==> config.mk <==
export PLATFORM = sky130hd
export DESIGN_NAME = opb_register_bank_ppc2simulink
export DESIGN_NICKNAME = d
export VERILOG_FILES = /design/src/rtl/opb_reg_pkg.sv /design/src/rtl/opb_reg_slice.sv /design/src/rtl/opb_register_bank_ppc2simulink.sv
export SDC_FILE = /design/constraint.sdc
export NUM_CORES = 1
export LEC_CHECK = 0
export BUFFER_PORTS_ARGS = -buffer_cell sky130_fd_sc_hd__clkbuf_2
export CAP_MARGIN = 20
export CORE_ASPECT_RATIO = 1.1
export CORE_MARGIN = 5
export CORE_UTILIZATION = 47
export CTS_BUF_LIST = sky130_fd_sc_hd__clkbuf_4 sky130_fd_sc_hd__clkbuf_8
export DETAILED_ROUTE_END_ITERATION = 6
export PLACE_DENSITY = 0.87
export SETUP_SLACK_MARGIN = 0.05
export SLEW_MARGIN = 20
export SYNTH_ARGS = -nofsm -noshare
export SYNTH_HDL_FRONTEND = slang
export SYNTH_SLANG_ARGS = --single-unit
==> constraint.sdc <==
create_clock -name OPB_Clk -period 1.8 [get_ports OPB_Clk]
set_input_delay 0.09 -clock OPB_Clk [delete_from_list [all_inputs] [get_ports OPB_Clk]]
set_output_delay 0.09 -clock OPB_Clk [all_outputs]
set_load 0.02 [all_outputs]
==> src/rtl/opb_reg_pkg.sv <==
// Shared definitions for the OPB register bank.
//   opb_state_t : slave handshake state (IDLE -> ACK -> RECOVER)
//   be_to_mask  : expands OPB byte enables into a 32-bit LSB-numbered lane mask
//   bus_to_le   : maps a big-endian-numbered [0:31] bus word onto [31:0]
//   le_to_bus   : the inverse mapping, used for read data
package opb_reg_pkg;

  typedef enum logic [1:0] {
    IDLE    = 2'd0,
    ACK     = 2'd1,
    RECOVER = 2'd2
  } opb_state_t;

  localparam int OPB_WORD_BITS = 32;

  // BE[0] covers OPB bits 0..7, which is the most significant byte.
  function automatic logic [31:0] be_to_mask(input logic [0:3] be);
    logic [31:0] mask;
    mask = '0;
    for (int k = 0; k < 4; k++) begin
      mask[31-8*k -: 8] = {8{be[k]}};
    end
    return mask;
  endfunction

  // OPB bit 31 is the numeric LSB, so bus bit (31-i) lands on bit i.
  function automatic logic [31:0] bus_to_le(input logic [0:31] v);
    logic [31:0] r;
    for (int i = 0; i < 32; i++) begin
      r[i] = v[31-i];
    end
    return r;
  endfunction

  function automatic logic [0:31] le_to_bus(input logic [31:0] v);
    logic [0:31] r;
    for (int i = 0; i < 32; i++) begin
      r[31-i] = v[i];
    end
    return r;
  endfunction

endpackage

==> src/rtl/opb_reg_slice.sv <==
// One software register of the bank.
//   clk, srst : clock and synchronous active-high reset
//   wr_en     : single-cycle write request (already decoded for this register)
//   wr_data   : write data, LSB-aligned
//   wr_mask   : per-bit merge mask derived from the byte enables
//   value     : current register contents
//   valid     : one-cycle strobe, high in the cycle after a write edge
module opb_reg_slice
  import opb_reg_pkg::*;
#(
  parameter int          C_REG_WIDTH   = 32,
  parameter bit          C_PULSE       = 1'b0,
  parameter logic [31:0] C_RESET_VALUE = 32'h0
) (
  input  logic                   clk,
  input  logic                   srst,
  input  logic                   wr_en,
  input  logic [C_REG_WIDTH-1:0] wr_data,
  input  logic [C_REG_WIDTH-1:0] wr_mask,
  output logic [C_REG_WIDTH-1:0] value,
  output logic                   valid
);

  // One-shot registers always come out of reset cleared.
  localparam logic [C_REG_WIDTH-1:0] RESET_LOCAL =
    C_PULSE ? '0 : C_RESET_VALUE[C_REG_WIDTH-1:0];

  logic [C_REG_WIDTH-1:0] value_reg, value_next;
  logic                   valid_reg;

  always_comb begin
    value_next = value_reg;
    if (wr_en) begin
      value_next = (value_reg & ~wr_mask) | (wr_data & wr_mask);
    end else if (C_PULSE) begin
      // A written trigger is visible for exactly one cycle.
      value_next = '0;
    end
  end

  always_ff @(posedge clk) begin
    if (srst) begin
      value_reg <= RESET_LOCAL;
      valid_reg <= 1'b0;
    end else begin
      value_reg <= value_next;
      valid_reg <= wr_en;
    end
  end

  assign value = value_reg;
  assign valid = valid_reg;

endmodule

==> src/rtl/opb_register_bank_ppc2simulink.sv <==
// Bank of C_NUM_REGS software-written control registers behind one OPB slave window.
//   OPB_Clk / OPB_Rst      : clock, synchronous active-high reset
//   OPB_ABus/BE/DBus/RNW   : OPB request (big-endian bit numbering)
//   OPB_select             : transfer request; OPB_seqAddr is ignored
//   Sl_DBus                : read data, zero outside the read-ack cycle
//   Sl_xferAck / Sl_errAck : one-cycle ack; errAck flags an index past the bank
//   Sl_retry / Sl_toutSup  : tied low
//   user_data_out          : register i at [i*C_REG_WIDTH +: C_REG_WIDTH]
//   user_data_valid        : bit i pulses for one cycle when register i is written
module opb_register_bank_ppc2simulink
  import opb_reg_pkg::*;
#(
  parameter logic [31:0] C_BASEADDR    = 32'hFFFFFFFF,
  parameter logic [31:0] C_HIGHADDR    = 32'h00000000,
  parameter int          C_OPB_AWIDTH  = 32,
  parameter int          C_OPB_DWIDTH  = 32,
  parameter int          C_NUM_REGS    = 4,
  parameter int          C_REG_WIDTH   = 32,
  parameter logic [63:0] C_PULSE_MASK  = 64'h0,
  parameter logic [31:0] C_RESET_VALUE = 32'h0
) (
  input  logic                              OPB_Clk,
  input  logic                              OPB_Rst,
  input  logic [0:C_OPB_AWIDTH-1]           OPB_ABus,
  input  logic [0:C_OPB_DWIDTH/8-1]         OPB_BE,
  input  logic [0:C_OPB_DWIDTH-1]           OPB_DBus,
  input  logic                              OPB_RNW,
  input  logic                              OPB_select,
  input  logic                              OPB_seqAddr,
  output logic [0:C_OPB_DWIDTH-1]           Sl_DBus,
  output logic                              Sl_xferAck,
  output logic                              Sl_errAck,
  output logic                              Sl_retry,
  output logic                              Sl_toutSup,
  output logic [C_NUM_REGS*C_REG_WIDTH-1:0] user_data_out,
  output logic [C_NUM_REGS-1:0]             user_data_valid
);

  localparam int IDX_W = (C_NUM_REGS > 1) ? $clog2(C_NUM_REGS) : 1;

  opb_state_t state_reg, state_next;

  logic             hit;
  logic [7:0]       idx;
  logic             idx_ok;
  logic             accept;
  logic [IDX_W-1:0] sel_reg;
  logic             rnw_reg;
  logic             err_reg;
  logic [31:0]      wr_word;
  logic [31:0]      wr_mask;
  logic [31:0]      rd_word;
  logic             unused_seq_addr;

  logic [C_REG_WIDTH-1:0] reg_value [C_NUM_REGS];

  assign unused_seq_addr = OPB_seqAddr;

  // Word offset inside the window (address bits 22..29 in OPB numbering).
  assign idx    = OPB_ABus[C_OPB_AWIDTH-10 : C_OPB_AWIDTH-3];
  assign idx_ok = (idx < 8'(C_NUM_REGS));
  assign hit    = OPB_select && (OPB_ABus >= C_BASEADDR) && (OPB_ABus <= C_HIGHADDR);
  assign accept = (state_reg == IDLE) && hit;

  assign wr_word = bus_to_le(OPB_DBus);
  assign wr_mask = be_to_mask(OPB_BE);

  // State register
  always_ff @(posedge OPB_Clk) begin
    if (OPB_Rst) begin
      state_reg <= IDLE;
    end else begin
      state_reg <= state_next;
    end
  end

  // Next-state logic; RECOVER swallows a still-asserted select.
  always_comb begin
    state_next = state_reg;
    case (state_reg)
      IDLE:    if (hit) state_next = ACK;
      ACK:     state_next = RECOVER;
      RECOVER: state_next = IDLE;
      default: state_next = IDLE;
    endcase
  end

  // Only the fields needed during ACK are kept; the write itself is applied
  // from the live bus at the accepting edge.
  always_ff @(posedge OPB_Clk) begin
    if (OPB_Rst) begin
      sel_reg <= '0;
      rnw_reg <= 1'b0;
      err_reg <= 1'b0;
    end else if (accept) begin
      sel_reg <= idx[IDX_W-1:0];
      rnw_reg <= OPB_RNW;
      err_reg <= !idx_ok;
    end
  end

  genvar gi;
  generate
    for (gi = 0; gi < C_NUM_REGS; gi++) begin : g_reg
      logic wr_en;
      assign wr_en = accept && !OPB_RNW && (idx == 8'(gi));

      opb_reg_slice #(
        .C_REG_WIDTH   (C_REG_WIDTH),
        .C_PULSE       (C_PULSE_MASK[gi]),
        .C_RESET_VALUE (C_RESET_VALUE)
      ) u_slice (
        .clk     (OPB_Clk),
        .srst    (OPB_Rst),
        .wr_en   (wr_en),
        .wr_data (wr_word[C_REG_WIDTH-1:0]),
        .wr_mask (wr_mask[C_REG_WIDTH-1:0]),
        .value   (reg_value[gi]),
        .valid   (user_data_valid[gi])
      );

      assign user_data_out[gi*C_REG_WIDTH +: C_REG_WIDTH] = reg_value[gi];
    end
  endgenerate

  // Read mux, zero-extended to the bus width.
  always_comb begin
    rd_word = '0;
    for (int i = 0; i < C_NUM_REGS; i++) begin
      if (sel_reg == IDX_W'(i)) begin
        rd_word[C_REG_WIDTH-1:0] = reg_value[i];
      end
    end
  end

  // Output logic; data bus stays zero outside a read ack so it can be OR-combined.
  always_comb begin
    Sl_xferAck = 1'b0;
    Sl_errAck  = 1'b0;
    Sl_DBus    = '0;
    if (state_reg == ACK) begin
      Sl_xferAck = 1'b1;
      Sl_errAck  = err_reg;
      if (rnw_reg && !err_reg) begin
        Sl_DBus = le_to_bus(rd_word);
      end
    end
  end

  assign Sl_retry   = 1'b0;
  assign Sl_toutSup = 1'b0;

endmodule

==> impl_metrics.ini <==
[die]
start_util_pct = 48.10
num_rows = 38
die_area_um2 = 12240
dieHeight_um = 115.5
core_area_um2 = 9889
io_pins = 241
die_x_um = 105.9

[power_and_ir_drop]
power.leakage_nw = 2.903
p_per_area_nw_per_um2 = 901.6
ir_drop_mv = 0.5862
p_sw_mw = 1.199
clkPwrFrac_pct = 46.4
pwr-share-comb_pct = 1.3
p_int_mw = 4.643
seq_power_share_pct = 52.3
switching_share_pct = 20.52

[route]
ant_nets = 0
drtIter0Drc = 108
wl_per_cell_um = 16.46
drc = 0
drt_wl_total_um = 11220
drtPass1Iterations = 4
vias = 3310
viasPerCell = 4.853

[timing]
fmax_ghz = 0.5198
slew_viol_final = 0
min_period_over_period_pct = 106.9
skew_ns = 0.0001258
setup_viol = 27
whs_ns = 0.4683
finalCriticalPeriod_ns = 1.924
layout_setup_ws_ns = -0.1236
rsz0062_at_grt = true
hold_viol = 0

[cts]
cts_buffers = 17
clock_path_buffers = 2
cts.sinks = 138
htree_levels = 4
root_buffer = clkbuf_8
cts_tree = done
clk-insertion-delay-late_ns = 0.41
clkTransAtPathRegs_ns = 0.07

[finish]
num-fill-cells = 757
antenna_cells = 0
fin_util_pct = 65.52
nets = 622
design_area_um2 = 6480
layout-drive-gt1-share_pct = 49.11
area_delta_synth_final_pct = 36.22

[worst_setup_path]
cp.arrival_ns = 1.83
critical_path_peak_fanout = 8
r2r_slack_ns = 0.91
cp-start-kind = flip-flop
required_ns = 1.71
crit_type = flip-flop to primary output
cp-end-kind = primary output

[place]
gp_congestion = 0.7549
place_ws_ns = 0.1837
postPlaceCellArea_um2 = 5670
portBuffers = 167
dp_hpwl_um = 7478

[global_routing]
grt_pass1_vias = 3482
grt_pass1_wl_um = 17480
antenna_found_initial = 0
grt-ovfl-total = 0
track_usage_pct = 18.14
grt_max_degree = 55

[synthesis]
synth_area_um2 = 4757
synth_cell_type_count = 11
ys_warn_count = 0
netlist_instances = 370
avgSynthCellArea_um2 = 12.86
ys_ff_latch = 138
ys_seq_area_share_pct = 58.07

[min_path]
min_path_type = flip-flop to flip-flop

[job]
maxCapViolCount = 0

[status]
violations = setup timing
status = finished with violations
-- power groups by stage --
stage	clock network (mW)	registers [mW]	logic [mW]
after floorplan	0	3.13	0.0624
after global placement	0	3.13	0.0738
after detailed placement	0	3.13	0.0759
after CTS	2.76	3.06	0.0776
after global routing	2.92	3.06	0.0854
final	2.71	3.06	0.0770
-- synth_stat cells --
cell,n,area (µm²)
dfxtp_1,138,2763
nor2b_1,134,838.3
and2_1,33,206.5
mux4_2,30,675.7
clkbuf_1,17,63.81
buf_4,9,67.56
buf_6,3,33.78
buf_12,2,40.04
mux4_1,2,52.55
and4bb_2,1,12.51
conb_1,1,3.750
-- kinds of logic (layout without fill, tap and decap cells) --
group	Yosys count	after routing	share of synthesized area, %
buffers and inverters	31	217	4.313
flip-flops	138	138	58.07
multiplexers	32	32	15.31
other	1	7	0.07883
AND/OR/NAND/NOR	168	168	22.23
-- what timing repair did --
action                                  CTS  global route
hold endpoints to repair                 11             0
gates resized for setup                  31            84
endpoints found under the setup margin   32            32
hold buffers                              1             0
gates cloned                              1             1
setup buffers                             4             3
pin swaps                                 5             1
-- final timing paths --
| path | from | end | depth (start not counted) |
|---|---|---|---|
| max | sel_reg[0] | Sl_DBus[14] | 4 |
| min | rnw_reg | rnw_reg | 1 |
| max reg2reg | sel_reg[0] | sel_reg[0] | 3 |
| min reg2reg | rnw_reg | rnw_reg | 1 |
-- critical path, stage by stage, from the launching register on --
cell and delay (ns):
dfxtp_4 0.42, clkbuf_16 0.19, mux4_2 0.51, and2_4 0.18, buf_6 0.12
-- metal layers --
layer / vias up / GRT usage (%) / wire length (µm)
met5: - / 0 / 0
met4: 0 / 7.599 / 215
met3: 20 / 6.351 / 763
met2: 123 / 30.36 / 5679
met1: 1613 / 21.44 / 4565
li1: 1554 / - / -
-- area by class of cell --
class	count	area, µm²	area share, %
multi-input combinational	207	1867	28.81
tap	120	150.1	2.317
clock buffer	20	262.8	4.055
timing repair buffer	185	1257	19.41
clock inverter	12	172.7	2.665
sequential	138	2770	42.75
-- cells in the final DEF, fill, tap and decap left out, types with 2 or more instances in the layout --
master        n
and2_1        8
and2_4       25
buf_12        5
buf_2         4
buf_4         8
buf_6        21
buf_8         8
bufinv_16     4
clkbuf_2    137
clkbuf_4      2
clkbuf_8     18
clkinv_2      4
clkinv_4      2
clkinvlp_4    2
conb_1        7
dfxtp_1     136
dfxtp_4       2
mux4_2       32
nor2b_1     134
-- stage by stage --
step / TNS, ns / std cells / total power [mW]
global route: -4.983 / 682 / 6.063
global placement: 0 / 641 / 3.205
floorplan: 0 / 376 / 3.193
detailed placement: 0 / 641 / 3.207
CTS: -4.471 / 679 / 5.896
finish: -2.279 / 682 / 5.843
Note: power is estimated with default switching activity, not from simulation.
